===== src/rtl/qaccum.sv =====
// Streaming Q-format frame accumulator with valid/ready handshake on both sides.
// Optional saturating adds are compiled in with `define QACCUM_SAT_EN.
module qaccum #(
    parameter int Q   = 15,
    parameter int N   = 32,
    parameter int LEN = 8,
    localparam int CW = $clog2(LEN + 1)
) (
    input  logic          clk,
    input  logic          rst,
    input  logic          in_valid,
    output logic          in_ready,
    input  logic [N-1:0]  in_data,
    input  logic          in_last,
    output logic          out_valid,
    input  logic          out_ready,
    output logic [N-1:0]  out_data,
    output logic [CW-1:0] out_count,
    output logic          out_ovf
);

    if (Q < 0 || Q > N - 1 || LEN < 1) begin : g_bad_param
        $error("qaccum: illegal Q/N/LEN combination");
    end

    typedef enum logic {StAcc, StHold} state_e;

    state_e        state_q;
    logic [N-1:0]  acc_q;
    logic [CW-1:0] count_q;
    logic          ovf_q;
    logic          out_valid_q;
    logic [N-1:0]  out_data_q;
    logic [CW-1:0] out_count_q;
    logic          out_ovf_q;

    logic [N-1:0]  sum_wrap;
    logic [N-1:0]  sum;
    logic [CW-1:0] count_inc;
    logic          add_ovf;
    logic          ovf_next;
    logic          accept;
    logic          frame_end;

`ifdef QACCUM_SAT_EN
    localparam logic [N-1:0] MaxPos = {1'b0, {(N-1){1'b1}}};
    localparam logic [N-1:0] MinNeg = {1'b1, {(N-1){1'b0}}};
`endif

    assign in_ready  = (state_q == StAcc);
    assign out_valid = out_valid_q;
    assign out_data  = out_data_q;
    assign out_count = out_count_q;
    assign out_ovf   = out_ovf_q;

    always_comb begin
        accept   = in_valid && in_ready;
        sum_wrap = acc_q + in_data;
        // Same-sign operands producing a result of the opposite sign.
        add_ovf  = (acc_q[N-1] == in_data[N-1]) && (sum_wrap[N-1] != acc_q[N-1]);
`ifdef QACCUM_SAT_EN
        if (add_ovf) begin
            sum = acc_q[N-1] ? MinNeg : MaxPos;
        end else begin
            sum = sum_wrap;
        end
`else
        sum = sum_wrap;
`endif
        ovf_next  = ovf_q | add_ovf;
        count_inc = count_q + CW'(1);
        frame_end = accept && (in_last || count_inc == CW'(LEN));
    end

    always_ff @(posedge clk) begin
        if (rst) begin
            state_q     <= StAcc;
            acc_q       <= '0;
            count_q     <= '0;
            ovf_q       <= 1'b0;
            out_valid_q <= 1'b0;
            out_data_q  <= '0;
            out_count_q <= '0;
            out_ovf_q   <= 1'b0;
        end else begin
            unique case (state_q)
                StAcc: begin
                    if (frame_end) begin
                        out_data_q  <= sum;
                        out_count_q <= count_inc;
                        out_ovf_q   <= ovf_next;
                        out_valid_q <= 1'b1;
                        state_q     <= StHold;
                    end else if (accept) begin
                        acc_q   <= sum;
                        count_q <= count_inc;
                        ovf_q   <= ovf_next;
                    end
                end
                StHold: begin
                    // Result registers stay untouched until the consumer takes them.
                    if (out_valid_q && out_ready) begin
                        out_valid_q <= 1'b0;
                        acc_q       <= '0;
                        count_q     <= '0;
                        ovf_q       <= 1'b0;
                        state_q     <= StAcc;
                    end
                end
            endcase
        end
    end

endmodule

===== config.mk =====
export PLATFORM = sky130hd
export DESIGN_NAME = qaccum
export DESIGN_NICKNAME = d
export VERILOG_FILES = /design/src/rtl/qaccum.sv
export SDC_FILE = /design/constraint.sdc
export NUM_CORES = 1
export LEC_CHECK = 0
export CAP_MARGIN = 20
export CORE_AREA = 8 8 118 120
export DETAILED_ROUTE_END_ITERATION = 10
export DIE_AREA = 0 0 126 128
export PLACE_DENSITY = 0.66
export REMOVE_ABC_BUFFERS = 1
export SLEW_MARGIN = 20
export SYNTH_ARGS = -nofsm -noshare
export SYNTH_HDL_FRONTEND = slang
export SYNTH_SLANG_ARGS = --single-unit

===== constraint.sdc =====
create_clock -name clk -period 3.8 [get_ports clk]
set_input_delay 0.57 -clock clk [delete_from_list [all_inputs] [get_ports clk]]
set_output_delay 0.57 -clock clk [all_outputs]
set_load 0.005 [all_outputs]

Word-level counts from Yosys, hierarchy flattened
Index checks and enable logic that the tools add are counted. Widths: inputs -> output; s select.

Add/subtract/negate cells: 2. $mul: 0. Div/mod/pow operators: 0. Magnitude comparators: 0. Eq/ne operators: 7. Shifts and indexed selects: 0. Mux-type cells: 17. Bitwise gates (word level): 2. Reduce and logical (&&, ||, !) cells: 8.

Operator list (number): $mux 32 (3); $pmux 32 s2 (1); $add 32x32->32 (1); $mux 4 (3); $pmux 4 s2 (1); $mux 1 (6); $ne 2x1->1 const B (3); $pmux 1 s2 (3); $add 4x1->4 const B (1); $eq 4x4->1 const B (1); $logic_and 1x1->1 (4); $reduce_and 2->1 (2); $reduce_and 3->1 (1); $ne 2x2->1 const B (1); $eq 1x1->1 (1); $logic_or 1x1->1 (1); $ne 1x1->1 (1); $not 1->1 (1); $or 1x1->1 (1).

Flip-flop bits (word level): 76. Bits in latches: 0. RAM bits: 0. ROM bits: 0. Input port bits: 37. Output and inout port bits: 39. Memories kept: 0.

Depth between registers and ports, before layout
Gate-level depths: netlist of run 1.

Depth in word-level cells: 7. Mapped depth: 11. Mapped depth without buffers: 11.

Least setup slack after synthesis of run 1
Ideal clock, no wire load.

Path kind: input port to flip-flop. From: in in_data[0]. To: reg out_data_q[30] (netlist: out_data[30]). Setup time: 0.062 ns. Data arrival time: 2.762 ns. Data required time: 3.738 ns. Setup slack: 0.976 ns. Stages on the path: 11. Path buffers: 0. Path through: ha_1 > inv_1 > fa_1 > nand2b_1 > a21oi_2 > o41ai_2 > a22o_2 > o41ai_4 > a211oi_2 > or4_1 > nand3_1.

Cells in the longest elaborated chain, start to end: 1.

Ends and longest elaborated chain: from (decl) (line 13) `input logic [N-1:0] in_data,`; $add 32x32->32 (line 58) `sum_wrap = acc_q + in_data;`; to (signal assigned) (line 89) `out_data_q <= sum;`; to (decl) (line 33) `logic [N-1:0] out_data_q;`.

No other way between the ends. A chain may end at the register's enable or synchronous reset.

Final worst setup path of run 1
Same ends and word-level chain as after synthesis.

==> results of run 1 <==
==> state kept, by name, summed over array words and instances (netlist names) <==
name,count
out_ovf,1
state_q,1
count_q,4
out_data,32
out_valid,1
acc_q,32
out_count,4
ovf_q,1
==> critical path: stages <==
cell and delay, ns:
clkdlybuf4s50_1 0.46, ha_1 0.19, inv_1 0.07, fa_1 0.40, nand2b_1 0.20, a21oi_2 0.21, o41ai_2 0.13, a22o_2 0.29
o41ai_4 0.38, a211oi_2 0.18, or4_1 0.43, nand3_1 0.08
==> layout make-up <==
type                       instances  area [um2]  area share [%]
clock buffer                      13       280.3           4.778
inverter                          13       48.80          0.8319
sequential                        76        1521           25.94
multi-input combinational        456        2979           50.79
timing repair buffer              83       805.8           13.74
tap                              150       187.7           3.200
clock inverter                     3       42.54          0.7253
==> final timing paths <==
path / from / endpoint / slack (ns) / cells after the start
max reg2reg: acc_q[0] / out_data[30] / 0.84 / 11
min: out_data[18] / out_data[18] / 0.45 / 2
max: in_data[0] / out_data[30] / 0.48 / 12
min reg2reg: out_data[18] / out_data[18] / 0.45 / 2
==> kinds of logic after synthesis <==
family	count (synthesis)	synth area share, %
simple gates	207	21.83
compound gates	187	26.73
flops	76	32.41
buf+inv	49	4.344
fa+ha+maj	33	8.955
xor+xnor	28	5.517
mux	1	0.2132
==> synth_stat cells, types with 2 or more instances <==
cell	number
and2_1	3
ha_1	32
inv_1	12
a21oi_1	78
nand2b_1	4
o21ai_2	3
a21o_1	14
a22oi_1	12
a211o_1	3
nand3_1	9
or3_1	2
a31o_2	2
or4b_1	2
clkbuf_1	22
nand4b_1	4
nand3b_1	13
xnor2_1	19
nor2_1	49
buf_2	12
nor3_1	8
nand4_1	9
xor2_1	8
and3_1	4
a31oi_1	3
dfxtp_1	76
o21ai_0	20
nor2b_1	2
nor4_1	2
nor3b_1	7
or4_1	4
o31ai_1	2
o211ai_1	8
a211oi_1	8
nor4b_1	2
a21boi_0	5
o21bai_1	6
nand2_1	78
a2bb2oi_1	3
==> through the flow <==
stage | instances | instance area [um2] | util, % | power [mW]
2_1_floorplan | 545 | 4539 | - | 1.366
3_3_place_gp | 777 | 5535 | 45.34 | 1.596
3_5_place_dp | 778 | 5543 | 45.40 | 1.612
4_1_cts | 794 | 5866 | 48.04 | 2.533
5_1_grt | 794 | 5866 | 48.04 | 2.646
6_report | 794 | 5866 | 48.04 | 2.522
==> layer usage <==
layer | track usage, % | part of all wire (%)
met3 | 3.577 | 4.4
met5 | 0 | 0
met1 | 19.56 | 46
met2 | 27.41 | 48
met4 | 6.228 | 1.6
==> power by group through the flow <==
stage	Clock (mW)	Combinational [mW]	Sequential, mW
final	0.922	0.695	0.905
after global placement	0	0.676	0.920
after floorplan	0	0.447	0.918
after detailed placement	0	0.690	0.922
after global routing	0.959	0.774	0.914
after CTS	0.933	0.695	0.906
==> impl_metrics.tcl, run 1 <==
set metrics [dict create \
    core_um2 12210 \
    drive_above_1_share_pct 6.677 \
    cp-start-kind "input port" \
    pwr-share-seq_pct 35.9 \
    post-cts-setup-buffer-count 0 \
    worstPathRequired_ns 4.09 \
    vias 4442 \
    yosysTopAreaCellShare_pct 32.41 \
    cts-resized-gates 0 \
    fin_hold_ws_ns 0.4521 \
    yosysTopAreaCell "dfxtp_1" \
    grt_pass1_vias 4484 \
    worstMarginPinSlew_ns 0.7259 \
    wirelength_mm 12.82 \
    grt_setup_unrepaired "false" \
    final_nets 709 \
    peakVddDrop_mv 0.1813 \
    die_height_um 128 \
    tritoncts "built" \
    synth_ff_type "dfxtp_1" \
    maxCapViolations 0 \
    p_int_mw 1.758 \
    htreeDepth 3 \
    grt_pass1_wl_mm 21.47 \
    post-route-drc-count 0 \
    synthCells 581 \
    period_share_pct 87.25 \
    clock-sinks 76 \
    setup_tns_ns 0 \
    die_area_um2 16130 \
    p_sw_share_pct 30.30 \
    maxSlewViolCount 0 \
    clock_power_share_pct 36.6 \
    numCtsBuffers 9 \
    drt_iter0_drc 263 \
    dr.pass1.iters 4 \
    yosys_warnings 0 \
    antenna_found_initial 0 \
    crit_fanout 4 \
    skew_ns 0.008705 \
    crit_path_end_kind "flip-flop" \
    chipWidth_um 126 \
    post-place-ws_ns 0.1450 \
    setup_viol 0 \
    synth.distinct_cells 69 \
    wire_per_inst_um 16.14 \
    p_leak_nw 2.335 \
    place.gp.congestion 0.9184 \
    cts_hold_buf 0 \
    mostFrequentLayoutCells "78 x nand2_1, 78 x a21oi_1, 76 x dfxtp_1, 74 x clkdlybuf4s50_1, 49 x nor2_1" \
    power.density_nw_per_um2 429.9 \
    grt_max_degree 51 \
    rows 41 \
    viasPerCell 5.594 \
    status "finished, final reports clean" \
    n_fill_cell 1207 \
    switchingPower_uw 764.2 \
    clockBufferDepth 2 \
    hold_viol 0 \
    ys_ff_latch 76 \
    path_clk_slew_ns 0.06 \
    slew_headroom_pct 51.61 \
    holdCritPathClass "reg -> reg" \
    synth_enable_flop_cells 0 \
    clk_latency_ns 0.35 \
    floorplan.initialDensity_pct 38.45 \
    max_freq_mhz 301.6 \
    io_buffers 75 \
    ant_nets 0 \
    hpwl_mm 9.448 \
    setup_slack_ns 0.4846 \
    critical_path_arrival_ns 3.60 \
    synth_seq_area_share_pct 32.41 \
    syn_area_um2 4695 \
    io_pins 76 \
    worst-setup-path-type "in -> reg" \
    final.min_clock_period_ns 3.315 \
    synthArstFlopShare_pct 0 \
    p_comb_share_pct 27.6 \
    globalRouteTotalUtil_pct 16.16 \
    syn_to_final_growth_pct 24.95 \
    syn_area_per_cell_um2 8.080 \
    gr-total-overflow 0 \
    num_antenna_cells 0 \
    cts-root-buf "clkbuf_16" \
    synth_area_leaders "dfxtp_1 32%, ha_1 8.5%, a21oi_1 8.3%" \
]
Note: power is estimated with default switching activity, not from simulation.
==> inputs of run 2 (changes only) <==
--- a/config.mk
+++ b/config.mk
@@ -9,6 +9,7 @@
 export CORE_AREA = 8 8 118 120
 export DETAILED_ROUTE_END_ITERATION = 10
 export DIE_AREA = 0 0 126 128
+export HOLD_SLACK_MARGIN = 0.06
 export PLACE_DENSITY = 0.66
 export REMOVE_ABC_BUFFERS = 1
 export SLEW_MARGIN = 20
==> results of run 2 <==
Final layout, timing and power as in run 1 (identical DEF).
==> inputs of run 3 (changes only) <==
--- a/config.mk
+++ b/config.mk
@@ -6,9 +6,9 @@
 export NUM_CORES = 1
 export LEC_CHECK = 0
 export CAP_MARGIN = 20
-export CORE_AREA = 8 8 118 120
+export CORE_AREA = 2 2 112 114
 export DETAILED_ROUTE_END_ITERATION = 10
-export DIE_AREA = 0 0 126 128
+export DIE_AREA = 0 0 114 116
 export HOLD_SLACK_MARGIN = 0.06
 export PLACE_DENSITY = 0.66
 export REMOVE_ABC_BUFFERS = 1
==> run 3 against run 2 <==
  * Utilization is 1.0 points higher
  * Global-route usage up 3.2 points
  * Flip-flop and latch count unchanged
  * First-iteration DRC count rose by 9.9%
  * Largest power group is now sequential cells
  * Final cell count fell by 0.50%
  * Critical path type unchanged
  * Sequential power about the same
==> impl_metrics.tcl, run 3 (synthesis gave the netlist of run 1 again) <==
set metrics [dict create \
    status "finished, final reports clean" \
    wirelength_mm 12.20 \
    drt_iter0_drc 289 \
    grt_pass1_wl_mm 20.70 \
    hold_viol 0 \
    die_area_um2 13220 \
    globalRouteTotalUtil_pct 19.37 \
    hpwl_mm 8.743 \
    worst-setup-path-type "in -> reg" \
    cp-start-kind "input port" \
    fin_hold_ws_ns 0.4520 \
    syn_to_final_growth_pct 24.49 \
    viasPerCell 5.577 \
    rows 40 \
    setup_tns_ns 0 \
    slew_headroom_pct 40.20 \
    period_share_pct 86.25 \
    dr.pass1.iters 5 \
    tritoncts "built" \
    p_total_mw 2.484 \
    setup_viol 0 \
    maxCapViolations 0 \
    p_leak_nw 2.324 \
    max_freq_mhz 305.1 \
    cts-root-buf "clkbuf_16" \
    setup_slack_ns 0.5224 \
    final_nets 708 \
    ant_nets 0 \
    crit_fanout 4 \
    post-route-drc-count 0 \
    critical_path_arrival_ns 3.56 \
    final.min_clock_period_ns 3.278 \
    numCtsBuffers 9 \
    gr-total-overflow 0 \
    post-cts-setup-buffer-count 0 \
    floorplan.initialDensity_pct 39.41 \
    io_pins 76 \
    io_buffers 75 \
    wire_per_inst_um 15.45 \
    clk_latency_ns 0.35 \
    die_height_um 116 \
    power.density_nw_per_um2 425.1 \
    antenna_found_initial 1 \
    htreeDepth 3 \
    worstMarginPinSlew_ns 0.8936 \
    post-place-ws_ns 0.1832 \
    cts_hold_buf 0 \
    maxSlewViolCount 0 \
    chipWidth_um 114 \
    skew_ns 0.01095 \
    clock-sinks 76 \
    mostFrequentLayoutCells "78 x nand2_1, 78 x a21oi_1, 76 x dfxtp_1, 74 x clkdlybuf4s50_1, 49 x nor2_1" \
    crit_path_end_kind "flip-flop" \
    drive_above_1_share_pct 6.532 \
    worstPathRequired_ns 4.08 \
    grt_pass1_vias 4422 \
    holdCritPathClass "reg -> reg" \
    core_um2 11910 \
    clockBufferDepth 2 \
    num_antenna_cells 0 \
    grt_setup_unrepaired "false" \
    grt_max_degree 50 \
    place.gp.congestion 0.9285 \
    n_fill_cell 1171 \
    peakVddDrop_mv 0.2705 \
    path_clk_slew_ns 0.06 \
    cts-resized-gates 0 \
    vias 4406 \
]
-- run 3: report_power, final --
group	internal, mW	total (mW)	switching (mW)	leakage, nW
registers	0.865	0.908	0.0433	0.621
logic	0.312	0.685	0.372	1.55
clock network	0.545	0.891	0.346	0.152
-- run 3: cell type report --
class,count,area [um2],share of cell area (%)
Timing Repair Buffer,82,798.3,13.66
Tap cell,147,183.9,3.147
Clock inverter,5,60.06,1.028
Sequential cell,76,1521,26.03
Multi-Input combinational cell,456,2979,50.97
Clock buffer,11,252.7,4.325
Inverter,13,48.80,0.8349
-- run 3: critical path: stages --
cell             delay (ns)
clkdlybuf4s50_1        0.46
ha_1                   0.20
inv_1                  0.07
fa_1                   0.40
nand2b_1               0.20
a21oi_2                0.21
o41ai_2                0.13
a22o_2                 0.30
o41ai_4                0.37
a211oi_2               0.17
or4_1                  0.41
nand3_1                0.08
-- run 3: metrics by stage --
stage                     std cells  instance area [um2]  utilization, %
final                           790                 5844           49.07
after global routing            790                 5844           49.07
after CTS                       790                 5844           49.07
after detailed placement        774                 5532           46.44
after global placement          774                 5532           46.44
after floorplan                 545                 4539               -
-- run 3: path summary, 6_finish.rpt --
path,start,end,slack (ns),cells after the start
worst max register to register,acc_q[0],out_data[30],0.88,11
worst max-delay path,in_data[0],out_data[30],0.52,12
worst min register to register,out_data[23],out_data[23],0.45,2
worst min-delay path,out_data[23],out_data[23],0.45,2
-- run 3: layer usage --
layer	up-vias	GRT usage [%]	routed length (um)
li1	2217	-	-
met1	2073	24.05	5632
met2	104	32.90	5749
met3	10	5.962	725
met4	2	4.878	80
met5	-	0	16
